## src/rtl/writeback_arbiter.sv

```systemverilog
// rtl/writeback_arbiter.sv - round-robin arbiter for the shared writeback port
// One holding buffer per execution unit; one buffered result is broadcast per cycle.
module writeback_arbiter #(
    parameter int NUM_REQUESTERS  = 3,
    parameter int PHYS_REG_WIDTH  = 6,
    parameter int ROB_INDEX_WIDTH = 5,
    parameter int WORD_WIDTH      = 32,
    localparam int SRC_W          = $clog2(NUM_REQUESTERS)
) (
    input  logic                                      CLK,
    input  logic                                      nRST,
    input  logic [NUM_REQUESTERS-1:0]                 req_valid,
    output logic [NUM_REQUESTERS-1:0]                 req_ready,
    input  logic [NUM_REQUESTERS-1:0]                 req_reg_write,
    input  logic [NUM_REQUESTERS*PHYS_REG_WIDTH-1:0]  req_dest_phys_reg_tag,
    input  logic [NUM_REQUESTERS*WORD_WIDTH-1:0]      req_data,
    input  logic [NUM_REQUESTERS*ROB_INDEX_WIDTH-1:0] req_ROB_index,
    input  logic                                      wb_stall,
    output logic                                      WB_valid,
    output logic                                      WB_reg_write,
    output logic [PHYS_REG_WIDTH-1:0]                 WB_phys_reg_tag,
    output logic [WORD_WIDTH-1:0]                     WB_data,
    output logic [ROB_INDEX_WIDTH-1:0]                WB_ROB_index,
    output logic [SRC_W-1:0]                          WB_source
);

    logic [NUM_REQUESTERS-1:0]  buf_valid;
    logic [NUM_REQUESTERS-1:0]  buf_reg_write;
    logic [PHYS_REG_WIDTH-1:0]  buf_tag  [NUM_REQUESTERS];
    logic [WORD_WIDTH-1:0]      buf_data [NUM_REQUESTERS];
    logic [ROB_INDEX_WIDTH-1:0] buf_rob  [NUM_REQUESTERS];

    logic [SRC_W-1:0]          ptr;
    logic [SRC_W-1:0]          grant_idx;
    logic                      found;
    logic [SRC_W:0]            scan;
    logic [NUM_REQUESTERS-1:0] grant;

    // Scan from the pointer; the wrap is an explicit compare so non-power-of-two counts work.
    always_comb begin
        found     = 1'b0;
        grant_idx = '0;
        scan      = '0;
        if (!wb_stall) begin
            for (int j = 0; j < NUM_REQUESTERS; j++) begin
                scan = {1'b0, ptr} + (SRC_W+1)'(j);
                if (scan >= (SRC_W+1)'(NUM_REQUESTERS))
                    scan = scan - (SRC_W+1)'(NUM_REQUESTERS);
                if (!found && buf_valid[scan[SRC_W-1:0]]) begin
                    found     = 1'b1;
                    grant_idx = scan[SRC_W-1:0];
                end
            end
        end
    end

    always_comb begin
        grant = '0;
        if (found)
            grant[grant_idx] = 1'b1;
    end

    assign req_ready = ~buf_valid | grant;

    assign WB_valid        = found;
    assign WB_reg_write    = found ? buf_reg_write[grant_idx] : 1'b0;
    assign WB_phys_reg_tag = found ? buf_tag[grant_idx]       : '0;
    assign WB_data         = found ? buf_data[grant_idx]      : '0;
    assign WB_ROB_index    = found ? buf_rob[grant_idx]       : '0;
    assign WB_source       = found ? grant_idx                : '0;

    always_ff @(posedge CLK or negedge nRST) begin
        if (!nRST) begin
            ptr <= '0;
        end else if (found) begin
            ptr <= (grant_idx == SRC_W'(NUM_REQUESTERS-1)) ? '0 : grant_idx + SRC_W'(1);
        end
    end

    // A granted buffer accepting a new offer in the same cycle is refilled, not cleared.
    always_ff @(posedge CLK or negedge nRST) begin
        if (!nRST) begin
            buf_valid     <= '0;
            buf_reg_write <= '0;
            for (int i = 0; i < NUM_REQUESTERS; i++) begin
                buf_tag[i]  <= '0;
                buf_data[i] <= '0;
                buf_rob[i]  <= '0;
            end
        end else begin
            for (int i = 0; i < NUM_REQUESTERS; i++) begin
                if (req_valid[i] && req_ready[i]) begin
                    buf_valid[i]     <= 1'b1;
                    buf_reg_write[i] <= req_reg_write[i];
                    buf_tag[i]       <= req_dest_phys_reg_tag[i*PHYS_REG_WIDTH +: PHYS_REG_WIDTH];
                    buf_data[i]      <= req_data[i*WORD_WIDTH +: WORD_WIDTH];
                    buf_rob[i]       <= req_ROB_index[i*ROB_INDEX_WIDTH +: ROB_INDEX_WIDTH];
                end else if (grant[i]) begin
                    buf_valid[i] <= 1'b0;
                end
            end
        end
    end

endmodule
```

## config.mk

```make
export PLATFORM = sky130hd
export DESIGN_NAME = writeback_arbiter
export DESIGN_NICKNAME = d
export VERILOG_FILES = /design/src/rtl/writeback_arbiter.sv
export SDC_FILE = /design/constraint.sdc
export NUM_CORES = 1
export LEC_CHECK = 0
export CORE_ASPECT_RATIO = 1.25
export CORE_MARGIN = 3
export CORE_UTILIZATION = 48
export CTS_CLUSTER_SIZE = 16
export DETAILED_ROUTE_END_ITERATION = 6
export PLACE_DENSITY = 0.9
export SLEW_MARGIN = 0
export SYNTH_ARGS = -nofsm -noshare
export SYNTH_HDL_FRONTEND = slang
export SYNTH_SLANG_ARGS = --single-unit
```

## constraint.sdc

```tcl
create_clock -name CLK -period 3.65 [get_ports CLK]
set_input_delay 0.73 -clock CLK [delete_from_list [all_inputs] [get_ports CLK]]
set_output_delay 0.73 -clock CLK [all_outputs]
set_load 0.005 [all_outputs]
```

Word level (Yosys, flattened, before mapping):

Index checks and enable logic that the tools add are counted.

* output and inout bits: 50
* logic and storage cells: 94
* register bits after elaboration: 137
* input port bits: 138

* order comparisons: 9
* multiplexer cells: 48
* add/subtract/negate cells: 6
* reductions and logical operators: 11
* equality and inequality tests: 1
* bitwise logic cells: 3

Operators by type and width (count)
* $mux W32: 3
* $bmux W32 S2: 1
* $mux W2: 12
* $mux W1: 18
* $mux W6: 3
* $mux W5: 3
* $bmux W6 S2: 1
* $lt A2 B3 Y1 const B: 4
* $bmux W5 S2: 1
* $bmux W1 S2: 4
* $ge A3 B2 Y1 const B: 2
* $logic_and A1 B1 Y1: 6
* $reduce_bool A2 Y1: 3
* $sub A2 B2 Y2 const B: 3
* $add A2 B1 Y3 const B: 1
* $add A2 B2 Y3 const B: 1
* $ge A3 B3 Y1 const B: 1
* $mux W3: 1
* $not A2 Y3: 1
* $not A3 Y3: 1
* $or A3 B3 Y3: 1
* $add A2 B1 Y2 const B: 1
* $demux W1 S2: 1
* $eq A2 B2 Y1 const B: 1
* other kinds (3): 4

Depth between registers and ports, before layout:

Gate-level depths: netlist of the first run.

* depth after elaboration: 23
* gate-level depth with buffers: 11
* mapped depth without buffers: 9

Worst setup path before layout of the first run:

No wires, ideal clock.

* kind: register to output
* from: register ptr[0]
* to: output port WB_data[21]
* required time: 2920 ps
* buffers on the path: 1
* path slack: 338 ps
* cell stages (with the launch flop): 10
* arrival: 2582 ps
* cells stage by stage: dfrtp_1 > inv_1 > ha_1 > mux2i_1 > o221ai_1 > or4_4 > a32oi_4 > clkbuf_1 > nand2_1 > a21oi_1

* word-level cells in the longest chain between the ends: 20
* elaborated cells between the ends (all ways): 39

Ends and longest elaborated chain
* start, declared: RTL line 33 `logic [SRC_W-1:0] ptr;`
* start signal, assigned: RTL line 76 `ptr <= (grant_idx == SRC_W'(NUM_REQUESTERS-1)) ? '0 : grant_idx + SRC_W'(1);`
* parallel branches: the longest is 19 deep, another holds $add A2 B1 Y3
* $mux W32 *: RTL line 68 `assign WB_data = found ? buf_data[grant_idx] : '0;`
* end, declared: RTL line 22 `output logic [WORD_WIDTH-1:0] WB_data,`

Mark *: on every way between the ends. The select of a mux whose other input is x is not followed.

Worst setup path after layout of the first run:

* from: register ptr[1]
* to: output port WB_data[29]

The elaborated chain is that of the path after synthesis.

==> results of run 1 <==
power by group through the flow:
| stage | registers (mW) | clock network [mW] | logic, mW |
|---|---|---|---|
| 3_3_place_gp | 2.72 | 0 | 4.85 |
| 6_report | 2.88 | 1.89 | 6.28 |
| 4_1_cts | 2.82 | 1.91 | 5.84 |
| 5_1_grt | 2.97 | 1.99 | 6.66 |
| 2_1_floorplan | 2.63 | 0 | 2.93 |
| 3_5_place_dp | 2.78 | 0 | 5.01 |
worst max-delay path by stage:
stage           start            endpoint  cells after the start
3_5_place_dp   ptr[0]         WB_data[29]                     10
6_report       ptr[1]         WB_data[29]                     12
4_1_cts        ptr[1]         WB_data[29]                     12
5_1_grt        ptr[1]         WB_data[29]                     12
3_3_place_gp   ptr[0]  WB_phys_reg_tag[3]                     10
2_1_floorplan  ptr[0]         WB_data[21]                      9
Yosys cell counts (2+ instances only):
library cell,instances
buf_2,10
and2_1,3
ha_1,4
o221ai_1,2
mux2i_1,2
dfrtp_1,137
o21ai_2,2
a21o_1,2
a22oi_1,44
o21ai_0,4
clkbuf_1,12
mux2_4,40
buf_1,5
buf_8,4
a21oi_1,16
mux2_2,92
inv_1,7
nand3_1,27
nand2b_1,5
nand2_1,48
metal layers:
metal | global-route usage | up-vias | wire [um]
li1 | - | 2215 | -
met1 | 0.3191 | 2558 | 7369
met2 | 0.4740 | 207 | 10360
met3 | 0.06169 | 62 | 1197
met4 | 0.1228 | 0 | 819
met5 | 0 | - | 0
logic make-up after synthesis:
group / Yosys count
and+or+nand+nor: 88
buffers and inverters: 39
AOI/OAI and AO/OA: 79
DFF: 137
adders and majority gates: 4
muxes: 135
critical path, cell delays in order (launching register included):
cell and delay [ns]:
dfrtp_2 0.44, ha_4 0.30, mux2i_4 0.22, o221ai_2 0.14
or4_4 0.57, a32oi_4 0.27, buf_6 0.16, buf_6 0.12
buf_6 0.10, buf_6 0.09, nand2_4 0.05, a21oi_2 0.15
buf_2 0.15
state kept, by name (all words and copies together) (netlist names):
signal         count
buf_rob           15
buf_reg_write      3
buf_tag           18
ptr                2
buf_data          96
buf_valid          3
area by class of cell:
cell class	instances	area share
Sequential cell	137	0.3470
Multi-Input combinational cell	306	0.3172
Timing Repair Buffer	248	0.2453
Clock buffer	23	0.05038
Tap cell	168	0.02127
Clock inverter	9	0.01620
Inverter	7	0.002658
timing repair:
action | CTS | global route
hold endpoints to repair | 0 | 0
gates cloned | 5 | 1
resized for setup | 253 | 48
pin swaps | 40 | 20
setup buffers | 25 | 12
endpoints found under the setup margin | 49 | 50
==> flow_metrics.env, run 1 <==
export IMPL_clk_latency_ns=0.41
export IMPL_syn_to_final_growth_pct=55.33
export IMPL_power_frac_clock=0.171
export IMPL_numCtsBuffers=17
export IMPL_timing_hold_ws_ns=0.3414
export IMPL_reg2regPathDepth=12
export IMPL_powerDensity_mw_per_mm2=1118
export IMPL_std_cell_rows=46
export IMPL_io_buffers=187
export IMPL_synth_edff_count=0
export IMPL_power_mw=11.05
export IMPL_finalCoreUtilization=0.7701
export IMPL_overflow=0
export IMPL_post_place_ws_ns=-0.1740
export IMPL_yosysTopAreaCell="dfrtp_1"
export IMPL_netlist_area_leader_share=0.5387
export IMPL_htree_levels=4
export IMPL_maxSlewViolCount=0
export IMPL_multi_input_area_sq_mm=0.003136
export IMPL_vdd_drop_max_uv=606.9
export IMPL_dieArea_sq_mm=0.01468
export IMPL_setup_violations=45
export IMPL_finalCritPeriodShare=1.066
export IMPL_grt_start_max_net_pins=82
export IMPL_layout_commonest_cell="clkdlybuf4s50_1"
export IMPL_seqPwrFrac=0.261
export IMPL_critPathKind="flip-flop to primary output"
export IMPL_holdBufCountCts=0
export IMPL_p_int_mw=7.108
export IMPL_vias_per_cell=5.615
export IMPL_die_x_um=109.0
export IMPL_synth_flop_cell="dfrtp_1"
export IMPL_muxShareOfSynthArea=0.2639
export IMPL_dr_total_vias=5042
export IMPL_wire_per_inst_um=21.99
export IMPL_drt_iter0_drc=203
export IMPL_antenna_left=0
export IMPL_critPathArrivalTime_ns=3.16
export IMPL_dp_cells=828
export IMPL_syn_num_nets=624
export IMPL_switching_share=0.3568
export IMPL_leakagePower_nw=4.374
export IMPL_drt_wl_total_um=19750
export IMPL_max_freq_ghz=0.2571
export IMPL_ctsRootBufferMaster="clkbuf_16"
export IMPL_seq_area_sq_mm=0.003430
export IMPL_outcome="finished, violations left"
export IMPL_end_kind="primary output"
export IMPL_tightest_slew_ns=0.7429
export IMPL_synth_xor_area_share=0
export IMPL_place_area_sq_mm=0.008589
export IMPL_synthesis_area_sq_mm=0.006364
export IMPL_ys_warn_count=0
export IMPL_diodes=0
export IMPL_ys_async_sr_fraction=1.000
export IMPL_cp_required_ns=2.92
export IMPL_setup_slack_ns=-0.2395
export IMPL_fin_setup_tns_ns=-5.305
export IMPL_cts_sinks=137
export IMPL_tritoncts="yes"
export IMPL_final_cell_mix="clkdlybuf4s50_1 (138), dfrtp_1 (136), mux2_2 (92)"
export IMPL_violations="setup timing"
export IMPL_synth_compound_area_frac=0.09339
export IMPL_synthSimpleGateAreaFrac=0.06292
export IMPL_dr_pass1_iters=6
export IMPL_max_clock_path_buffers=2
export IMPL_syn_avg_cell_area_sq_um=13.20
export IMPL_antenna_found_initial=0
export IMPL_grt_pass1_vias=5714
export IMPL_design_area_sq_mm=0.009884
export IMPL_fill_cells=709
export IMPL_switchingPower_mw=3.943
export IMPL_pwr_share_comb=0.568
export IMPL_grt_setup_unrepaired="yes"
export IMPL_synth_top_family_by_area="multiplexers"
export IMPL_path_clk_slew_ns=0.06
export IMPL_hpwlAfterDp_um=12340
export IMPL_cp_max_fo=4
export IMPL_ys_seq_area_frac=0.5387
export IMPL_drive_above_1_share=0.4849
export IMPL_syn_inst=482
export IMPL_core_area_sq_mm=0.01283
export IMPL_layoutNonFillerInstCount=898
export IMPL_synth_adder_area_share=0.007865
export IMPL_fin_crit_ns=3.890
export IMPL_route_detailed_drc=0
export IMPL_ys_types=36
export IMPL_grt_use_total=0.2732
export IMPL_maxCapViolCount=0
export IMPL_dieHeight_um=134.7
export IMPL_hold_viol_final=0
export IMPL_slew_limit_headroom=0.5047
export IMPL_fin_nets=859
export IMPL_grt_pass1_wl_um=30300
export IMPL_finalWeightedCongestion=0.9087
export IMPL_ys_top_cells_by_area="dfrtp_1 (54%), mux2_2 (16%), mux2_4 (9.4%)"
export IMPL_rrSetupSlack_ns=0.08
export IMPL_r2r_end="buf_rob[12]"
export IMPL_start_util=0.4958
export IMPL_crit_path_start_kind="flip-flop"
export IMPL_synth_seq_cells=137
export IMPL_hold_path_class="input port to asynchronous set/reset pin"
export IMPL_design_portCount=188
export IMPL_worstReg2RegStart="ptr[1]"
export IMPL_fin_worst_skew_ns=0.007200
No activity file was read; power rests on OpenSTA's default activity.
==> inputs of run 2 (changes only) <==
CTS_CLUSTER_SIZE = 25   (was 16)
==> results of run 2 <==
No change in the layout: final DEF, timing and power equal those of run 1.
==> inputs of run 3 (changes only) <==
CORE_MARGIN = 1.5   (was 3)
TNS_END_PERCENT = 30   (was default)
==> run 3 against run 2 <==
  * The run still ends with setup timing left
  * Maximum frequency increased by 0.30%
  * Final cell count is 1.2% lower
  * Global-route usage up 1.0 points
  * Utilization fell by 2.0 points
  * Via count down 0.48%
  * Die area fell by 4.9%
  * Design area shrank 2.6%
  * Largest cell class unchanged
  * Largest power group unchanged
==> flow_metrics.env, run 3 (synthesis results as in run 1) <==
export IMPL_cts_sinks=137
export IMPL_grt_start_max_net_pins=84
export IMPL_core_area_sq_mm=0.01283
export IMPL_max_freq_ghz=0.2579
export IMPL_finalCoreUtilization=0.7501
export IMPL_end_kind="primary output"
export IMPL_final_cell_mix="clkdlybuf4s50_1 (138), dfrtp_1 (137), mux2_2 (92)"
export IMPL_dr_pass1_iters=4
export IMPL_tightest_slew_ns=0.7756
export IMPL_cp_max_fo=5
export IMPL_critPathKind="flip-flop to primary output"
export IMPL_timing_hold_ws_ns=0.3514
export IMPL_largest_reg_flops=96
export IMPL_grt_pass1_vias=5567
export IMPL_drt_wl_total_um=20080
export IMPL_start_util=0.4958
export IMPL_antenna_left=0
export IMPL_numCtsBuffers=17
export IMPL_grt_setup_unrepaired="yes"
export IMPL_layoutNonFillerInstCount=887
export IMPL_fin_nets=849
export IMPL_dp_cells=826
export IMPL_crit_top_cell="buf_12"
export IMPL_fin_crit_ns=3.878
export IMPL_critPathArrivalTime_ns=3.15
export IMPL_crit_path_start_kind="flip-flop"
export IMPL_power_mw=10.61
export IMPL_rrSetupSlack_ns=0.05
export IMPL_powerDensity_mw_per_mm2=1102
export IMPL_std_cell_rows=46
export IMPL_overflow=0
export IMPL_top_register="buf_data"
export IMPL_design_portCount=188
export IMPL_htree_levels=4
export IMPL_hold_viol_final=0
export IMPL_hpwlAfterDp_um=12210
export IMPL_die_x_um=106.0
export IMPL_vdd_drop_max_uv=586.3
export IMPL_finalCritPeriodShare=1.062
export IMPL_fin_worst_skew_ns=0.01631
export IMPL_slowest_delay_ns=0.56
export IMPL_syn_to_final_growth_pct=51.30
export IMPL_finalWeightedCongestion=0.8980
export IMPL_io_buffers=187
export IMPL_design_area_sq_mm=0.009628
export IMPL_crit_path_top_delay_cell="or4_4"
export IMPL_hold_path_class="input port to asynchronous set/reset pin"
export IMPL_max_clock_path_buffers=2
export IMPL_reg2regPathDepth=13
export IMPL_wire_per_inst_um=22.64
export IMPL_place_area_sq_mm=0.008537
export IMPL_diodes=0
export IMPL_worstReg2RegStart="ptr[0]"
export IMPL_cp_required_ns=2.92
export IMPL_drive_above_1_share=0.4618
export IMPL_setup_slack_ns=-0.2278
export IMPL_layout_commonest_cell="clkdlybuf4s50_1"
export IMPL_path_cells="inv_2 > ha_4 > mux2i_1 > o221ai_2 > or4_4 > a32oi_4 > buf_12 > buf_8 > buf_12 > nand2_2 > a21oi_2 > buf_2"
export IMPL_violations="setup timing"
export IMPL_grt_use_total=0.2831
export IMPL_clk_latency_ns=0.42
export IMPL_grt_pass1_wl_um=30020
export IMPL_tritoncts="yes"
export IMPL_slew_limit_headroom=0.4829
export IMPL_dieHeight_um=131.7
export IMPL_r2r_end="buf_data[91]"
export IMPL_ctsRootBufferMaster="clkbuf_16"
export IMPL_leakagePower_nw=4.258
export IMPL_path_clk_slew_ns=0.06
export IMPL_dieArea_sq_mm=0.01396
export IMPL_route_detailed_drc=0
export IMPL_maxCapViolCount=0
export IMPL_drt_iter0_drc=194
export IMPL_outcome="finished, violations left"
export IMPL_antenna_found_initial=0
export IMPL_setup_violations=46
export IMPL_maxSlewViolCount=0
export IMPL_dr_total_vias=5018
export IMPL_vias_per_cell=5.657
export IMPL_reg_largest_list="buf_data: 96 flops, buf_tag: 18 flops, buf_rob: 15 flops"
[run 3: changes by cell type in the layout (fill, tap and decap cells not counted), sizes merged]
cell           before  now
inv                 8    7
bufinv              4    1
clkbuf             25   23
clkinv              1    6
buf               106   93
clkdlybuf4s15       0    3
[run 3: worst max-delay path, delay by kind of cell (launching register included)]
| kind | cells | cell delay, ns |
|---|---|---|
| multiplexers | 1 | 0.22 |
| adder cells (fa/ha/maj) | 1 | 0.28 |
| buffers and inverters | 5 | 0.63 |
| flip-flops | 1 | 0.40 |
| AND/OR/NAND/NOR | 2 | 0.62 |
| AO/OA/AOI/OAI | 3 | 0.56 |
[run 3: area by class of cell]
class                           instances  area (sq um)
Clock buffer                           21         460.4
Clock inverter                         10         97.59
Fill cell                             772          3207
Inverter                                7         26.28
Multi-Input combinational cell        306          3099
Sequential cell                       137          3428
Tap cell                              168         210.2
Timing Repair Buffer                  238          2306
[run 3: routing by layer]
layer,share of wire,routed length [um],track usage,vias to the layer above
met3,0.048,958,0.04894,64
met1,0.37,7358,0.3211,2557
met4,0.042,846,0.1381,0
met2,0.54,10920,0.5105,207
li1,-,-,-,2190
met5,0,0,0,-
[run 3: per-stage QoR]
stage	setup WS (ns)	setup TNS (ns)
floorplan	0.3376	0
global placement	0.02060	0
detailed placement	-0.1266	-2.291
CTS	-0.2049	-4.646
global route	-0.2810	-9.655
finish	-0.2278	-6.389
[run 3: how the worst max path moves through the flow]
stage	from	to	slack, ns	cells after the start
after CTS	ptr[0]	WB_data[19]	-0.20	13
after detailed placement	ptr[0]	WB_reg_write	-0.13	10
final	ptr[0]	WB_data[3]	-0.23	12
after floorplan	ptr[0]	WB_data[21]	0.34	9
after global routing	ptr[1]	WB_phys_reg_tag[4]	-0.28	12
after global placement	ptr[0]	WB_data[5]	0.02	10
[run 3: report_power, final]
group / internal (mW) / switching (mW)
clock network: 0.970 / 0.655
registers: 2.32 / 0.552
logic: 3.38 / 2.73
[run 3: repair_timing]
item | 4_1_cts | 5_1_grt
setup buffers | 21 | 9
pin swaps | 13 | 24
hold buffers | 0 | 0
gates resized for setup | 208 | 80
gates cloned | 3 | 2
endpoints found under the setup margin | 49 | 86
